--- src/rtl/store_hex.sv ---
// Keypad password register: synchronizes the enter button, turns each rising edge
// into one capture pulse and shifts hex digits in MSB-first until NUM_DIGITS are held.
module store_hex #(
  parameter int NUM_DIGITS = 4,
  parameter int DIGIT_W    = 4
) (
  input  logic                          clk,
  input  logic                          reset,
  input  logic [DIGIT_W-1:0]            hex_in,
  input  logic                          enter,
  output logic [NUM_DIGITS*DIGIT_W-1:0] password,
  output logic [2:0]                    digit_count,
  output logic                          full
);

  localparam int              PW_W      = NUM_DIGITS * DIGIT_W;
  localparam logic [2:0]      LAST_SLOT = 3'(NUM_DIGITS - 1);

  logic            s1_q, s2_q, s3_q;
  logic [PW_W-1:0] pw_q, pw_d;
  logic [2:0]      cnt_q, cnt_d;
  logic            full_q, full_d;
  logic            capture_s;

  // One-cycle pulse per synchronized 0->1 transition of enter.
  assign capture_s = s2_q & ~s3_q;

  // Next-state: shift in a digit on capture unless the entry is already locked.
  always_comb begin
    pw_d   = pw_q;
    cnt_d  = cnt_q;
    full_d = full_q;
    if (capture_s && !full_q) begin
      pw_d   = {pw_q[PW_W-DIGIT_W-1:0], hex_in};
      cnt_d  = cnt_q + 3'd1;
      full_d = (cnt_q == LAST_SLOT);
    end else begin
      pw_d   = pw_q;
      cnt_d  = cnt_q;
      full_d = full_q;
    end
  end

  // Synchronizer, edge-detect delay flop and datapath registers.
  always_ff @(posedge clk or negedge reset) begin
    if (!reset) begin
      s1_q   <= 1'b0;
      s2_q   <= 1'b0;
      s3_q   <= 1'b0;
      pw_q   <= '0;
      cnt_q  <= 3'd0;
      full_q <= 1'b0;
    end else begin
      s1_q   <= enter;
      s2_q   <= s1_q;
      s3_q   <= s2_q;
      pw_q   <= pw_d;
      cnt_q  <= cnt_d;
      full_q <= full_d;
    end
  end

  assign password    = pw_q;
  assign digit_count = cnt_q;
  assign full        = full_q;

endmodule

--- config.mk ---
export PLATFORM = sky130hd
export DESIGN_NAME = store_hex
export DESIGN_NICKNAME = d
export VERILOG_FILES = /design/src/rtl/store_hex.sv
export SDC_FILE = /design/constraint.sdc
export NUM_CORES = 1
export LEC_CHECK = 0
export BUFFER_PORTS_ARGS = -buffer_cell sky130_fd_sc_hd__buf_4
export CORE_UTILIZATION = 40
export DETAILED_ROUTE_END_ITERATION = 10
export PLACE_DENSITY = 0.7
export SYNTH_ARGS = -nofsm -noshare
export SYNTH_HDL_FRONTEND = slang
export SYNTH_SLANG_ARGS = --single-unit
--- constraint.sdc ---
create_clock -name clk -period 2.9 [get_ports clk]
set_clock_uncertainty 0.15 [all_clocks]
set_input_delay 0.29 -clock clk [delete_from_list [all_inputs] [get_ports clk]]
set_output_delay 0.29 -clock clk [all_outputs]
set_load 0.01 [all_outputs]
==> flow_metrics.tcl, run 1 <==
set metrics [dict create \
    cp_max_fo 12 \
    grt_max_degree 24 \
    setup_viol 0 \
    cts_buffers 3 \
    yosysTopAreaCellShare_pct 63.9 \
    crit_path_start "full$_DFFE_PN0P_" \
    cts_setup_buffers 0 \
    core_mm2 0.00204 \
    yosysSeqAreaShare_pct 63.9 \
    antenna_found_initial 0 \
    fin_cells 108 \
    drt-initial-drc-count 0 \
    crit_family "flip-flops" \
    drc 0 \
    worstMarginPinSlew_ns 0.484 \
    max-cap-violations 0 \
    clock_sink_count 23 \
    mostFrequentLayoutCell "buf_4" \
    hpwl_um 1000 \
    hold_viol_final 0 \
    die_h_um 49.5 \
    slowest_delay_ns 0.45 \
    die_w_um 49.5 \
    routed_via_density 4.72 \
    p_per_area_mw_per_mm2 1070 \
    pin_count 27 \
    crit_type "register to register" \
    diodes 0 \
    grt_use_total_pct 12.9 \
    setup_slack_ns 1.08 \
    die_area_mm2 0.00245 \
    clockBufferDepth 2 \
    stdcell_area_mm2 0.00116 \
    postRouteAntennaNets 0 \
    rsz0062_at_grt "no" \
    yosys.area.top_type "dfrtp_1" \
    start_util_pct 44.1 \
    num_vias 510 \
    ys_warn_count 0 \
    endpoint_kind "register" \
    nNetsFinal 91 \
    grt_pass1_vias 517 \
    layout_common_cells "buf_4 (27), dfrtp_1 (23), mux2_2 (9), mux2_4 (8), clkbuf_4 (3)" \
    fin_crit_sh_pct 62.8 \
    place_congestion 0.663 \
    slew_headroom_pct 67.7 \
    synthCells 50 \
    cp.buffers_inverters 1 \
    crit_chain "nor3b_4 > buf_4 > mux2_2" \
    placed_area_mm2 0.00111 \
    syn-num-nets 59 \
    cp.arrival_ns 1.88 \
    placed_cells 102 \
    ys_types 11 \
    hold_path.startpoint "hex_in[2]" \
    hold_class "input pin to register" \
    synth-seq-cells 23 \
    gr-total-overflow 0 \
    max_freq_mhz 549 \
    power.static_leakage_nw 0.560 \
    synthTopCellsByArea "dfrtp_1 (64%), mux2_4 (13%), mux2_2 (11%), ha_1 (2.8%), buf_12 (2.2%)" \
    critPathSlowestCell "dfrtp_1" \
    layout-drive-gt1-share_pct 61.7 \
    cts.clk_slew.worst_paths_ns 0.12 \
    firstDrtPassIters 1 \
    clk_latency_ns 0.31 \
    grt_pass1_wl_um 2330 \
    synth_area_per_cell_um2 18.0 \
    fin_crit_ns 1.82 \
    dp_slack_ns 1.05 \
    cp.required_ns 2.96 \
    drv_slew 0 \
    cts_root_buf "clkbuf_4" \
    peakVddDrop_v 0.000500 \
    htree_levels 1 \
    cts_tree "built" \
    fillers 188 \
    placement_rows 16 \
    crit_path_start_kind "register" \
    post_drt_wl_per_cell_um 12.9 \
    setup_tns_ns 0 \
    routed_wirelength_um 1390 \
    synthesis.area_um2 901 \
    r2r-start "full$_DFFE_PN0P_" \
    outcome "completed" \
    portBuffers 26 \
    syn_to_final_growth_pct 28.7 \
]
cell families after synthesis:
group                      Yosys count  share of synthesized area (%)
adders and majority gates            2                           2.78
AOI/OAI and AO/OA                    1                          0.972
DFF                                 23                           63.9
muxes                               18                           25.7
buffers and inverters                4                           4.31
and+or+nand+nor                      1                           1.39
xor gates and xnor gates             1                          0.972
routing by layer:
| layer | vias to the layer above | share of wire (%) | GRT usage [%] |
|---|---|---|---|
| li1 | 236 | - | - |
| met1 | 251 | 46 | 16.6 |
| met2 | 19 | 48 | 20.3 |
| met3 | 4 | 4.7 | 2.78 |
| met4 | 0 | 1.5 | 7.14 |
| met5 | - | 0 | 0 |
worst register-to-register path, cell delays in order (launching register included):
cell	delay (ns)
dfrtp_1	0.45
nor3b_4	0.45
buf_4	0.31
mux2_2	0.36
cell usage after synthesis, drive strengths merged:
library cell	number
nor3b	1
mux2	17
ha	2
dfrtp	23
xor2	1
mux2i	1
buf	2
a31o	1
inv	2
layout make-up:
type,count,area [um^2],share of cell area [%]
clock buffer,3,22.5,1.94
sequential,23,576,49.6
tap,27,33.8,2.91
clock inverter,1,5.00,0.432
inverter,2,7.51,0.647
timing repair buffer,29,223,19.2
multi-input combinational,23,293,25.2
per-stage QoR:
stage	total power [mW]	hold slack, ns	utilization (%)
6_report	1.24	0.0523	56.8
5_1_grt	1.32	0.0371	56.8
4_1_cts	1.26	0.0425	56.8
3_5_place_dp	1.11	0.0483	54.5
3_3_place_gp	1.10	0.0472	54.5
2_1_floorplan	0.845	-0.156	-
power by group:
group	switching, mW	internal [mW]
registers	0.108	0.463
logic	0.190	0.338
clock network	0.0919	0.0515
total	0.390	0.852
worst paths after layout:
check                                               end  slack, ns  cells past startpoint
worst min-delay path            password[2]$_DFFE_PN0P_       0.05                      2
max in group asynchronous       password[4]$_DFFE_PN0P_       2.13                      2
worst min register to register           s2_q$_DFF_PN0_       0.22                      0
worst max register to register  password[8]$_DFFE_PN0P_       1.08                      3
worst max-delay path            password[8]$_DFFE_PN0P_       1.08                      3
min in group asynchronous              full$_DFFE_PN0P_       0.24                      2
sequential cells by signal (all words and copies together), names as in the netlist:
name and count:
digit_count 3, full 1, password 16, s1_q 1, s2_q 1, s3_q 1
timing repair:
action	4_1_cts	5_1_grt
hold endpoints to repair	24	0
hold buffers	2	0
gates resized for setup	0	0
(Power assumes the default switching activity.)
==> run 2, diff against run 1 <==
clock period = 1.8 ns   (was 2.9 ns; I/O delays follow)
==> run 2 against run 1 <==
- cell count rose by 4.6%
- via count rose by 1.4%
- critical path depth did not move
- register-to-register slack got worse by 0.76 ns
- total power rose by 61%
- routed wire length fell by 1.4%
- clock power rose by 57%
- combinational power rose by 63%
- cell area rose by 4.0%
- count of clock-buffer cells in the layout rose by 1
- worst setup slack got worse by 0.76 ns
- critical endpoint is now password[9]$_DFFE_PN0P_
- largest cell class unchanged
- largest power group unchanged
==> flow_metrics.tcl, run 2 (same netlist as run 1, synthesis figures left out) <==
set metrics [dict create \
    outcome "completed" \
    crit_path_start_kind "register" \
    die_h_um 49.5 \
    cp.required_ns 1.84 \
    peakVddDrop_v 0.000971 \
    hpwl_um 971 \
    antenna_found_initial 0 \
    setup_viol 0 \
    pin_count 27 \
    grt_use_total_pct 13.6 \
    mostFrequentLayoutCell "buf_4" \
    portBuffers 26 \
    largest_register_ffs 16 \
    reg2regPathDepth 3 \
    routed_via_density 4.58 \
    cp_max_fo 12 \
    finalPower_mw 2.00 \
    die_w_um 49.5 \
    nNetsFinal 96 \
    place_congestion 0.646 \
    clock_sink_count 23 \
    clockBufferDepth 2 \
    core_mm2 0.00204 \
    hold_viol_final 0 \
    drv_slew 0 \
    crit_type "register to register" \
    slew_headroom_pct 80.6 \
    max_freq_mhz 674 \
    layout_common_cells "buf_4 (28), dfrtp_1 (23), mux2_2 (9), mux2_4 (8), dlygate4sd3_1 (6)" \
    htree_levels 1 \
    placement_rows 16 \
    max-cap-violations 0 \
    num_vias 517 \
    power.static_leakage_nw 0.580 \
    fin_crit_sh_pct 82.4 \
    fin_crit_ns 1.48 \
    drc 0 \
    cts_root_buf "clkbuf_4" \
    layout-drive-gt1-share_pct 58.1 \
    endpoint_kind "register" \
    gr-total-overflow 0 \
    firstDrtPassIters 2 \
    cp.arrival_ns 1.53 \
    cts.clk_slew.worst_paths_ns 0.11 \
    syn_to_final_growth_pct 33.9 \
    p_per_area_mw_per_mm2 1660 \
    diodes 0 \
    grt_max_degree 24 \
    cts_resized 0 \
    cts_buffers 3 \
    die_area_mm2 0.00245 \
    setup_tns_ns 0 \
    worstMarginPinSlew_ns 0.291 \
    cts_tree "built" \
    drt-initial-drc-count 5 \
    post_drt_wl_per_cell_um 12.2 \
    clk_latency_ns 0.29 \
    start_util_pct 44.1 \
    postRouteAntennaNets 0 \
    routed_wirelength_um 1370 \
    hold_class "input pin to asynchronous set/reset pin" \
    rsz0062_at_grt "no" \
    grt_pass1_wl_um 2430 \
    grt_pass1_vias 564 \
]
run 2: changes by cell type in the layout (fill, tap and decap cells not counted), sizes merged:
| cell | change |
|---|---|
| dlygate4sd3 | +4 |
| buf | +1 |
| clkbuf | +1 |
| clkinv | -1 |
run 2: final timing paths:
path / from / end / slack (ns)
min: reset / digit_count[2]$_DFFE_PN0P_ / 0.15
min reg2reg: s1_q$_DFF_PN0_ / s2_q$_DFF_PN0_ / 0.22
min in group clk: s1_q$_DFF_PN0_ / s2_q$_DFF_PN0_ / 0.22
max in group asynchronous: reset / digit_count[0]$_DFFE_PN0P_ / 1.13
max: s3_q$_DFF_PN0_ / password[9]$_DFFE_PN0P_ / 0.32
max reg2reg: s3_q$_DFF_PN0_ / password[9]$_DFFE_PN0P_ / 0.32
run 2: worst max-delay path: stages, from the launching register on:
cell and delay, ns:
dfrtp_1 0.42, nor3b_4 0.21, buf_4 0.25, mux2_2 0.35
run 2: timing repair:
| action | CTS | global route |
|---|---|---|
| buffers inserted | 0 | 0 |
| endpoints found under the hold margin | 28 | 0 |
| hold buffers | 6 | 0 |
run 2: power by group:
group | switching [mW] | internal (mW)
sequential | 0.169 | 0.746
clock | 0.139 | 0.0861
combinational | 0.306 | 0.554
run 2: per-layer routing:
layer | global-route usage [%] | up-vias | wire [um]
li1 | - | 243 | -
met1 | 17.8 | 257 | 629
met2 | 21.0 | 17 | 672
met3 | 4.01 | 0 | 72
met4 | 5.71 | 0 | 0
met5 | 0 | - | 0
run 2: area by class of cell:
cell class / count / area, um^2
inverter: 2 / 7.51
multi-input combinational: 23 / 293
sequential: 23 / 576
tap: 27 / 33.8
clock buffer: 4 / 26.3
timing repair buffer: 34 / 270
fill: 178 / 836
run 2: per-stage QoR:
stage	utilization (%)	instance area [um^2]	std cells	worst slack [ns]	hold slack [ns]
2_1_floorplan	-	901	50	0.344	-0.266
3_3_place_gp	54.8	1120	103	0.350	-0.0629
3_5_place_dp	54.8	1120	103	0.323	-0.0596
4_1_cts	59.1	1210	113	0.304	0.147
5_1_grt	59.1	1210	113	0.240	0.161
6_report	59.1	1210	113	0.316	0.152
